--- src/rtl/esfa_bench_pkg.sv ---
// Shared types and defaults for the ESFA run driver and the ESFATop bench.
package esfa_bench_pkg;

  localparam int unsigned ESFA_TIMEOUT_CYCLES_DEF = 40000;
  localparam int unsigned ESFA_RUNS_W_DEF         = 16;
  localparam int unsigned ESFA_CNT_W_DEF          = 32;

  typedef enum logic [2:0] {
    StIdle = 3'd0,
    StReq  = 3'd1,
    StRun  = 3'd2,
    StGap  = 3'd3,
    StDone = 3'd4
  } esfa_drv_state_t;

  // Driver owns the handshake while in any of these states.
  function automatic logic drv_busy(input esfa_drv_state_t s);
    return (s == StReq) || (s == StRun) || (s == StGap);
  endfunction

  function automatic logic drv_req(input esfa_drv_state_t s);
    return (s == StReq) || (s == StRun);
  endfunction

endpackage

--- src/rtl/esfa_sat_counter.sv ---
// Saturating up-counter with synchronous clear; clr together with inc loads 1 so a
// new measurement can start counting in the same cycle it is restarted.
module esfa_sat_counter #(
  parameter int unsigned Width = 16
) (
  input  logic             clk,
  input  logic             reset,
  input  logic             clr,
  input  logic             inc,
  output logic [Width-1:0] q
);

  logic [Width-1:0] cnt_d, cnt_q;

  always_comb begin
    cnt_d = cnt_q;
    if (clr) begin
      cnt_d = inc ? Width'(1) : '0;
    end else if (inc && (cnt_q != '1)) begin
      cnt_d = cnt_q + Width'(1);
    end
  end

  always_ff @(posedge clk) begin
    if (reset) begin
      cnt_q <= '0;
    end else begin
      cnt_q <= cnt_d;
    end
  end

  assign q = cnt_q;

endmodule

--- src/rtl/esfa_run_driver.sv ---
// ESFA run driver: issues back-to-back doRun requests and tallies pass/fail/timeout.
// Define ESFA_RUN_DRIVER_STATS_EN to add min_cycles/max_cycles run-length statistics.
module esfa_run_driver
  import esfa_bench_pkg::*;
#(
  parameter int unsigned RUNS_W         = ESFA_RUNS_W_DEF,
  parameter int unsigned CNT_W          = ESFA_CNT_W_DEF,
  parameter int unsigned TIMEOUT_CYCLES = ESFA_TIMEOUT_CYCLES_DEF
) (
  input  logic              clk,
  input  logic              reset,
  input  logic              start,
  input  logic [RUNS_W-1:0] num_runs,
  output logic              doRun,
  input  logic              isRunning,
  input  logic              wasSuccessful,
  output logic              busy,
  output logic              done,
  output logic [RUNS_W-1:0] pass_count,
  output logic [RUNS_W-1:0] fail_count,
  output logic [RUNS_W-1:0] timeout_count,
`ifdef ESFA_RUN_DRIVER_STATS_EN
  output logic [CNT_W-1:0]  min_cycles,
  output logic [CNT_W-1:0]  max_cycles,
`endif
  output logic [CNT_W-1:0]  last_cycles
);

  localparam logic [CNT_W-1:0] TimeoutLim = CNT_W'(TIMEOUT_CYCLES);

  esfa_drv_state_t   state_q, state_d;
  logic [RUNS_W-1:0] remaining_q, remaining_d;
  logic [CNT_W-1:0]  last_cycles_q, last_cycles_d;
  logic              do_run_q, busy_q, done_q;

  logic              tally_clr, pass_inc, fail_inc, tmo_inc;
  logic              cnt_clr, cnt_inc;
  logic [CNT_W-1:0]  run_cnt;

  // run_cnt doubles as the REQ wait counter; both start at 1 on state entry.
  always_comb begin
    state_d       = state_q;
    remaining_d   = remaining_q;
    last_cycles_d = last_cycles_q;
    tally_clr     = 1'b0;
    pass_inc      = 1'b0;
    fail_inc      = 1'b0;
    tmo_inc       = 1'b0;
    cnt_clr       = 1'b0;
    cnt_inc       = 1'b0;

    unique case (state_q)
      StIdle, StDone: begin
        if (start) begin
          tally_clr     = 1'b1;
          last_cycles_d = '0;
          if (num_runs != '0) begin
            remaining_d = num_runs;
            state_d     = StReq;
            cnt_clr     = 1'b1;
            cnt_inc     = 1'b1;
          end else begin
            state_d = StDone;
          end
        end
      end
      StReq: begin
        if (isRunning) begin
          state_d = StRun;
          cnt_clr = 1'b1;
          cnt_inc = 1'b1;
        end else if (run_cnt == TimeoutLim) begin
          tmo_inc = 1'b1;
          state_d = StGap;
        end else begin
          cnt_inc = 1'b1;
        end
      end
      StRun: begin
        // Completion is checked first so a simultaneous timeout loses.
        if (!isRunning) begin
          pass_inc      = wasSuccessful;
          fail_inc      = !wasSuccessful;
          last_cycles_d = run_cnt;
          state_d       = StGap;
        end else if (run_cnt == TimeoutLim) begin
          tmo_inc = 1'b1;
          state_d = StGap;
        end else begin
          cnt_inc = 1'b1;
        end
      end
      StGap: begin
        if (!isRunning) begin
          remaining_d = remaining_q - RUNS_W'(1);
          if (remaining_q == RUNS_W'(1)) begin
            state_d = StDone;
          end else begin
            state_d = StReq;
            cnt_clr = 1'b1;
            cnt_inc = 1'b1;
          end
        end
      end
      default: state_d = StIdle;
    endcase
  end

  always_ff @(posedge clk) begin
    if (reset) begin
      state_q       <= StIdle;
      remaining_q   <= '0;
      last_cycles_q <= '0;
      do_run_q      <= 1'b0;
      busy_q        <= 1'b0;
      done_q        <= 1'b0;
    end else begin
      state_q       <= state_d;
      remaining_q   <= remaining_d;
      last_cycles_q <= last_cycles_d;
      do_run_q      <= drv_req(state_d);
      busy_q        <= drv_busy(state_d);
      done_q        <= (state_d == StDone);
    end
  end

  esfa_sat_counter #(
    .Width (CNT_W)
  ) u_run_cnt (
    .clk   (clk),
    .reset (reset),
    .clr   (cnt_clr),
    .inc   (cnt_inc),
    .q     (run_cnt)
  );

  esfa_sat_counter #(
    .Width (RUNS_W)
  ) u_pass_cnt (
    .clk   (clk),
    .reset (reset),
    .clr   (tally_clr),
    .inc   (pass_inc),
    .q     (pass_count)
  );

  esfa_sat_counter #(
    .Width (RUNS_W)
  ) u_fail_cnt (
    .clk   (clk),
    .reset (reset),
    .clr   (tally_clr),
    .inc   (fail_inc),
    .q     (fail_count)
  );

  esfa_sat_counter #(
    .Width (RUNS_W)
  ) u_tmo_cnt (
    .clk   (clk),
    .reset (reset),
    .clr   (tally_clr),
    .inc   (tmo_inc),
    .q     (timeout_count)
  );

`ifdef ESFA_RUN_DRIVER_STATS_EN
  logic [CNT_W-1:0] min_q, min_d, max_q, max_d;

  always_comb begin
    min_d = min_q;
    max_d = max_q;
    if (tally_clr) begin
      min_d = '1;
      max_d = '0;
    end else if (pass_inc || fail_inc) begin
      if (run_cnt < min_q) min_d = run_cnt;
      if (run_cnt > max_q) max_d = run_cnt;
    end
  end

  always_ff @(posedge clk) begin
    if (reset) begin
      min_q <= '1;
      max_q <= '0;
    end else begin
      min_q <= min_d;
      max_q <= max_d;
    end
  end

  assign min_cycles = min_q;
  assign max_cycles = max_q;
`else
  // Run-length statistics compiled out.
`endif

  assign doRun       = do_run_q;
  assign busy        = busy_q;
  assign done        = done_q;
  assign last_cycles = last_cycles_q;

endmodule
--- config.mk ---
export PLATFORM = sky130hd
export DESIGN_NAME = esfa_run_driver
export DESIGN_NICKNAME = d
export VERILOG_FILES = /design/src/rtl/esfa_bench_pkg.sv /design/src/rtl/esfa_sat_counter.sv /design/src/rtl/esfa_run_driver.sv
export SDC_FILE = /design/constraint.sdc
export NUM_CORES = 1
export LEC_CHECK = 0
export BUFFER_PORTS_ARGS = -buffer_cell sky130_fd_sc_hd__buf_2
export CAP_MARGIN = 30
export CORE_MARGIN = 10
export CORE_UTILIZATION = 57
export DETAILED_ROUTE_END_ITERATION = 7
export GPL_ROUTABILITY_DRIVEN = 0
export GPL_TIMING_DRIVEN = 0
export PLACE_DENSITY_LB_ADDON = 0.12
export SETUP_SLACK_MARGIN = 0.1
export SLEW_MARGIN = 10
export SYNTH_ARGS = -nofsm -noshare
export SYNTH_HDL_FRONTEND = slang
export SYNTH_SLANG_ARGS = --single-unit
--- constraint.sdc ---
create_clock -name clk -period 3.1 [get_ports clk]
set_clock_uncertainty 0.1 [all_clocks]
set_input_delay 0.155 -clock clk [delete_from_list [all_inputs] [get_ports clk]]
set_output_delay 0.155 -clock clk [all_outputs]
set_load 0.02 [all_outputs]
==> out/metrics.csv, run 1 <==
metric,value,unit
status,"complete, no violations",
reg2reg start,u_run_cnt.q[0],
non-filler cells in the finished layout,1099,
largest net degree at the start of global routing,17,
mapped cell area,0.00664,mm^2
CTS tree,yes,
first-pass GRT wire length,31.1,mm
Post-route DRC,0,
io pins,104,
met1 Usage GRT,0.282,
HP Start,num_runs[11],
syn nets,841,
Skew-Pair Late Insertion Delay,0.42,ns
# diodes,0,
TritonRoute pass-1 iters,6,
hold worst-path end,remaining_q[11],
Setup WS pre-CTS,0.0781,ns
WS Path Type,reg2reg,
number of enable flip-flop cells after synthesis,0,
largest area contributor in the netlist,dfxtp_1,
RSZ-0062 raised after global routing,no,
Critical Path Start,u_run_cnt.q[0],
"Most Used Layer, Global Route",met2,
routed via count,6597,
"Primary FF master, synth",dfxtp_1,
GRT Util Overall,0.228,
power per cell area,518,mW/mm^2
VDD IR max,0.474,mV
Power Total,4.16,mW
FP Rows,39,
core area,0.0114,mm^2
Yosys Warn Count,0,
die area,0.0164,mm^2
vias per cell,6.00,
fin util,0.703,
met2 Usage GRT,0.368,
Initial Util,0.582,
"most common cell after layout, fill and taps aside",dfxtp_1,
fmax,357,MHz
Finish-stage setup viols,0,
Worst R2R End,u_run_cnt.q[22],
"flops & latches, synth",134,
period utilisation layout,0.903,
vias in the first global route,6245,
max_slew headroom,0.478,
ys async rst share,0,
total CTS buffers,17,
Tmin final,2.80,ns
synth unique cells,63,
Avg Inst Size Synth,8.17,um^2
Max Cap Viol,0,
final setup margin,0.300,ns
initial antenna violation count,0,
Die X,128,um
hold crit path type,in2reg,
Post-DP HPWL,13.6,mm
CP max FO,10,
WL per Instance,17.2,um
final WL,18.9,mm
drt initial violations,766,
static leakage,3.13,nW
top post-synthesis cells by area,"dfxtp_1 40%, nor2_1 7.2%, xor2_1 4.9%",
FF-to-FF setup slack,0.30,ns
worst endpoint data arrival time,2.99,ns
clk buf depth,2,
final hold vios,0,
share of cells above drive strength 1,0.168,
M3 GR Usage,0.0691,
grt ovf,0,
Vert. Die Dim,128,um
Critical Path RT,3.29,ns
H-tree depth,4,
fin nets,972,
"Reg clk slew, reported paths",0.06,ns
"Seq/Total Area, Yosys",0.404,
Synth-to-Final Area Change,20.9,%
Routed Antenna Nets,0,
clk sinks,134,
Root Driver,clkbuf_16,
DP Cell Count,1058,
R2R depth,9,
hold path cells,5,
CP endpoint kind,flop,
Synth Instances,813,
startpoint types,flop,
Port Buf Inserts,102,
post-synth top area share,0.404,
count of final max-slew check failures,0,
"commonest non-fill, non-tap cells in the layout","134 x dfxtp_1, 128 x nor2_1, 108 x buf_2, 57 x nand2_1",
Worst Max-Slew Pin Slew,0.764,ns
setup TNS,0,ns
[state kept, by name, indices dropped and copies added (netlist names)]
register and flops:
last_cycles 32, u_run_cnt.q 32, u_pass_cnt.q 16, u_tmo_cnt.q 16, remaining_q 16, state_q 3
busy 1, u_fail_cnt.q 16, done 1, doRun 1
[critical path, cell delays in order, from the launching register on]
cell and delay (ns):
dfxtp_1 0.35, ha_1 0.24, and3_1 0.18, clkbuf_2 0.21, nand4_1 0.17, and4b_1 0.20
clkbuf_1 0.23, a2111oi_0 0.72, xnor2_1 0.20, nor2_1 0.05
[repair_timing]
item,in CTS,in global routing
resized for setup,1,8
setup endpoints to repair,4,26
hold endpoints to repair,6,0
setup buffers,0,4
hold buffers,6,0
pin swaps,0,2
[report_power, final]
part / switching, mW / internal, mW / leakage (nW) / total, mW
sequential: 0.0332 / 1.75 / 1.08 / 1.78
combinational: 0.266 / 0.130 / 1.76 / 0.397
clock: 0.725 / 1.25 / 0.288 / 1.98
total: 1.02 / 3.14 / 3.13 / 4.16
[cell type report]
class / instances / area, um^2
fillers: 949 / 3390
inverters: 10 / 37.5
flip-flops and latches: 134 / 2680
clock buffers: 22 / 484
plain buffers: 52 / 231
repair buffers: 112 / 601
multi-input cells: 617 / 3720
clock inverters: 9 / 100
well taps: 143 / 179
[worst max path at each step]
stage | depth (start not counted) | slack, ns | endpoint
after floorplan | 11 | 0.85 | u_run_cnt.q[8]
after global placement | 11 | 0.13 | u_run_cnt.q[8]
after detailed placement | 9 | 0.08 | u_run_cnt.q[26]
after CTS | 9 | 0.22 | u_run_cnt.q[16]
after global routing | 11 | 0.11 | u_run_cnt.q[8]
final | 9 | 0.30 | u_run_cnt.q[22]
[cells in the mapped netlist (9+ instances only)]
cell and count:
nor3_1 10, and3_1 16, o31ai_1 10, a31oi_1 34
or3_1 14, a22oi_1 9, xnor2_1 16, o21ai_0 24
nand3_1 36, and2_1 12, dfxtp_1 134, a211oi_1 16
xor2_1 37, nand4_1 35, a21oi_1 29, or4_1 9
inv_1 10, nor2_1 128, nor4_1 15, clkbuf_1 39
nor2b_1 32, nand2_1 57
[through the flow]
step	instance area, um^2	hold slack (ns)
after floorplan	6640	0.285
after global placement	7330	0.396
after detailed placement	7330	0.399
after CTS	7980	0.0178
after global routing	8030	0.0682
final	8030	0.0256
[cell families (layout without fill, tap and decap cells)]
logic type               Yosys count  in the layout  synth area share
AO/OA/AOI/OAI                    149            149             0.145
buffers and inverters             62            205            0.0401
flip-flops                       134            134             0.404
XOR/XNOR                          53             53            0.0699
multiplexers                       6              6           0.00904
adder cells (fa/ha/maj)            7              7            0.0132
AND/OR/NAND/NOR                  402            402             0.319
[per-layer routing]
metal / vias up / share of wire
met2: 273 / 0.48
met1: 3100 / 0.42
met5: - / 0
li1: 3189 / -
met3: 35 / 0.083
met4: 0 / 0.018
Note: power is estimated with default switching activity, not from simulation.
==> run 2, diff against run 1 <==
--- a/config.mk
+++ b/config.mk
@@ -5,10 +5,11 @@
 export SDC_FILE = /design/constraint.sdc
 export NUM_CORES = 1
 export LEC_CHECK = 0
+export ABC_AREA = 1
 export BUFFER_PORTS_ARGS = -buffer_cell sky130_fd_sc_hd__buf_2
 export CAP_MARGIN = 30
 export CORE_MARGIN = 10
-export CORE_UTILIZATION = 57
+export CORE_UTILIZATION = 59
 export DETAILED_ROUTE_END_ITERATION = 7
 export GPL_ROUTABILITY_DRIVEN = 0
 export GPL_TIMING_DRIVEN = 0
==> run 2 against run 1 <==
Effect of this change: synthesized cell count up 59%; combinational power is 62% higher; first-iteration DRC count fell by 3.7%; worst hold slack worse by 0.014 ns; wire length up 30%; setup slack improved by 0.23 ns.
==> out/metrics.csv, run 2 <==
metric,value,unit
Internal Power,3.22,mW
largest net degree at the start of global routing,17,
synth unique cells,42,
area post-placement,0.00885,mm^2
Max Cap Viol,0,
clk buf depth,2,
top post-synthesis cells by count,"364 x nand2_1, 212 x nor2_1, 134 x dfxtp_1, 117 x inv_1, 112 x a21oi_1",
FP Rows,42,
CP endpoint kind,flop,
largest area contributor in the netlist,dfxtp_1,
cell with the most instances after synthesis,nand2_1,
setup TNS,0,ns
core area,0.0133,mm^2
post-CTS setup buffers,0,
ys async rst share,0,
"Seq/Total Area, Yosys",0.331,
Synth Instances,1295,
total CTS buffers,17,
period utilisation layout,0.829,
count of final max-slew check failures,0,
GRT Util Overall,0.261,
cts hold-fix bufs,5,
Die X,137,um
fin util,0.712,
Logic pwr share,0.142,
VDD IR max,0.353,mV
hold crit path type,in2reg,
final WL,24.6,mm
mapped cell area,0.00812,mm^2
Vert. Die Dim,137,um
Root Driver,clkbuf_16,
CTS tree,yes,
CP max FO,10,
cell area after layout,0.00951,mm^2
status,"complete, no violations",
power per cell area,477,mW/mm^2
R2R depth,10,
startpoint types,flop,
Avg Inst Size Synth,6.27,um^2
Post-DP HPWL,18.1,mm
final hold vios,0,
TritonRoute pass-1 iters,6,
post-synth top area share,0.331,
Initial Util,0.608,
drt initial violations,738,
share of cells above drive strength 1,0.145,
Synth-to-Final Area Change,17.2,%
P_sw,1.31,mW
max_slew headroom,0.494,
Yosys Warn Count,0,
"flops & latches, synth",134,
worst endpoint data arrival time,2.83,ns
Tmin final,2.57,ns
io pins,104,
Finish-stage setup viols,0,
"most common cell after layout, fill and taps aside",nand2_1,
clock power share,0.462,
clk sinks,134,
Post-CTS Resized,0,
H-tree depth,4,
Worst Max-Slew Pin Slew,0.759,ns
Skew-Pair Late Insertion Delay,0.43,ns
syn nets,1323,
"Primary FF master, synth",dfxtp_1,
# diodes,0,
Sw Ratio,0.289,
RSZ-0062 raised after global routing,no,
die area,0.0188,mm^2
vias in the first global route,8517,
sequential share of power,0.396,
Post-route DRC,0,
"Reg clk slew, reported paths",0.06,ns
number of enable flip-flop cells after synthesis,0,
hold path cells,5,
first-pass GRT wire length,40.1,mm
Critical Path RT,3.36,ns
"commonest non-fill, non-tap cells in the layout","364 x nand2_1, 212 x nor2_1, 134 x dfxtp_1, 117 x inv_1, 117 x buf_2",
static leakage,3.85,nW
fmax,389,MHz
WL per Instance,15.3,um
routed via count,8916,
WS Path Type,reg2reg,
initial antenna violation count,0,
vias per cell,5.53,
Routed Antenna Nets,0,
fin nets,1450,
grt ovf,0,
top post-synthesis cells by area,"dfxtp_1 33%, nand2_1 17%, nor2_1 9.8%",
Port Buf Inserts,103,
-- run 2: changes by cell type in the layout (fill, tap and decap cells not counted), moves of 33 or more --
cell	before	now
a31oi_1	34	1
a21oi_1	29	112
nand2_1	57	364
inv_1	10	117
nor2_1	128	212
-- run 2: worst paths after layout --
path	end	startpoint	slack [ns]
setup / recovery	u_run_cnt.q[14]	u_run_cnt.q[0]	0.53
hold / removal	remaining_q[3]	num_runs[3]	0.01
setup reg to reg	u_run_cnt.q[14]	u_run_cnt.q[0]	0.53
hold reg to reg	last_cycles[11]	last_cycles[11]	0.36
-- run 2: cell type report --
class	instances	area, um^2
Tap cell	176	220
Clock inverter	14	178
Sequential cell	134	2680
Timing Repair Buffer	108	566
Inverter	124	465
Multi-Input combinational cell	986	4720
Fill cell	1216	3840
Buffer	51	246
Clock buffer	18	429
-- run 2: cells by family (layout without fill, tap and decap cells) --
logic type,after synthesis,after routing,share of synthesized area
AOI/OAI and AO/OA,175,175,0.118
xor gates and xnor gates,34,34,0.0367
adders and majority gates,7,7,0.0108
buffers and inverters,175,315,0.0877
DFF,134,134,0.331
muxes,1,1,0.00123
and+or+nand+nor,769,769,0.415
-- run 2: worst max-delay path: stages (launching register included) --
cell and delay, ns:
dfxtp_1 0.50, ha_1 0.38, nand3_2 0.19, inv_2 0.13, nand2_4 0.09, nor2_4 0.15
nand3_4 0.18, a21oi_4 0.33, buf_6 0.23, nand2_2 0.07, a21oi_2 0.13
-- run 2: metal layers --
| metal | up-vias | wire length [um] | global-route usage |
|---|---|---|---|
| met1 | 4066 | 9940 | 0.299 |
| met3 | 82 | 1850 | 0.0674 |
| met4 | 0 | 943 | 0.128 |
| li1 | 4402 | - | - |
| met5 | - | 0 | 0 |
| met2 | 366 | 11900 | 0.442 |
-- run 2: stage by stage --
stage,setup WS [ns],hold slack (ns),cells,power (mW)
6_report,0.531,0.0118,1611,4.53
3_3_place_gp,0.693,0.350,1574,2.44
3_5_place_dp,0.590,0.354,1574,2.45
5_1_grt,0.439,0.0397,1611,4.68
4_1_cts,0.546,0.00226,1611,4.52
2_1_floorplan,1.16,0.238,1295,2.27
-- run 2: power by group through the flow --
stage / Combinational (mW) / Clock, mW / Sequential (mW)
2_1_floorplan: 0.439 / 0 / 1.83
3_3_place_gp: 0.609 / 0 / 1.83
3_5_place_dp: 0.617 / 0 / 1.83
4_1_cts: 0.629 / 2.10 / 1.79
5_1_grt: 0.705 / 2.18 / 1.80
6_report: 0.643 / 2.09 / 1.80
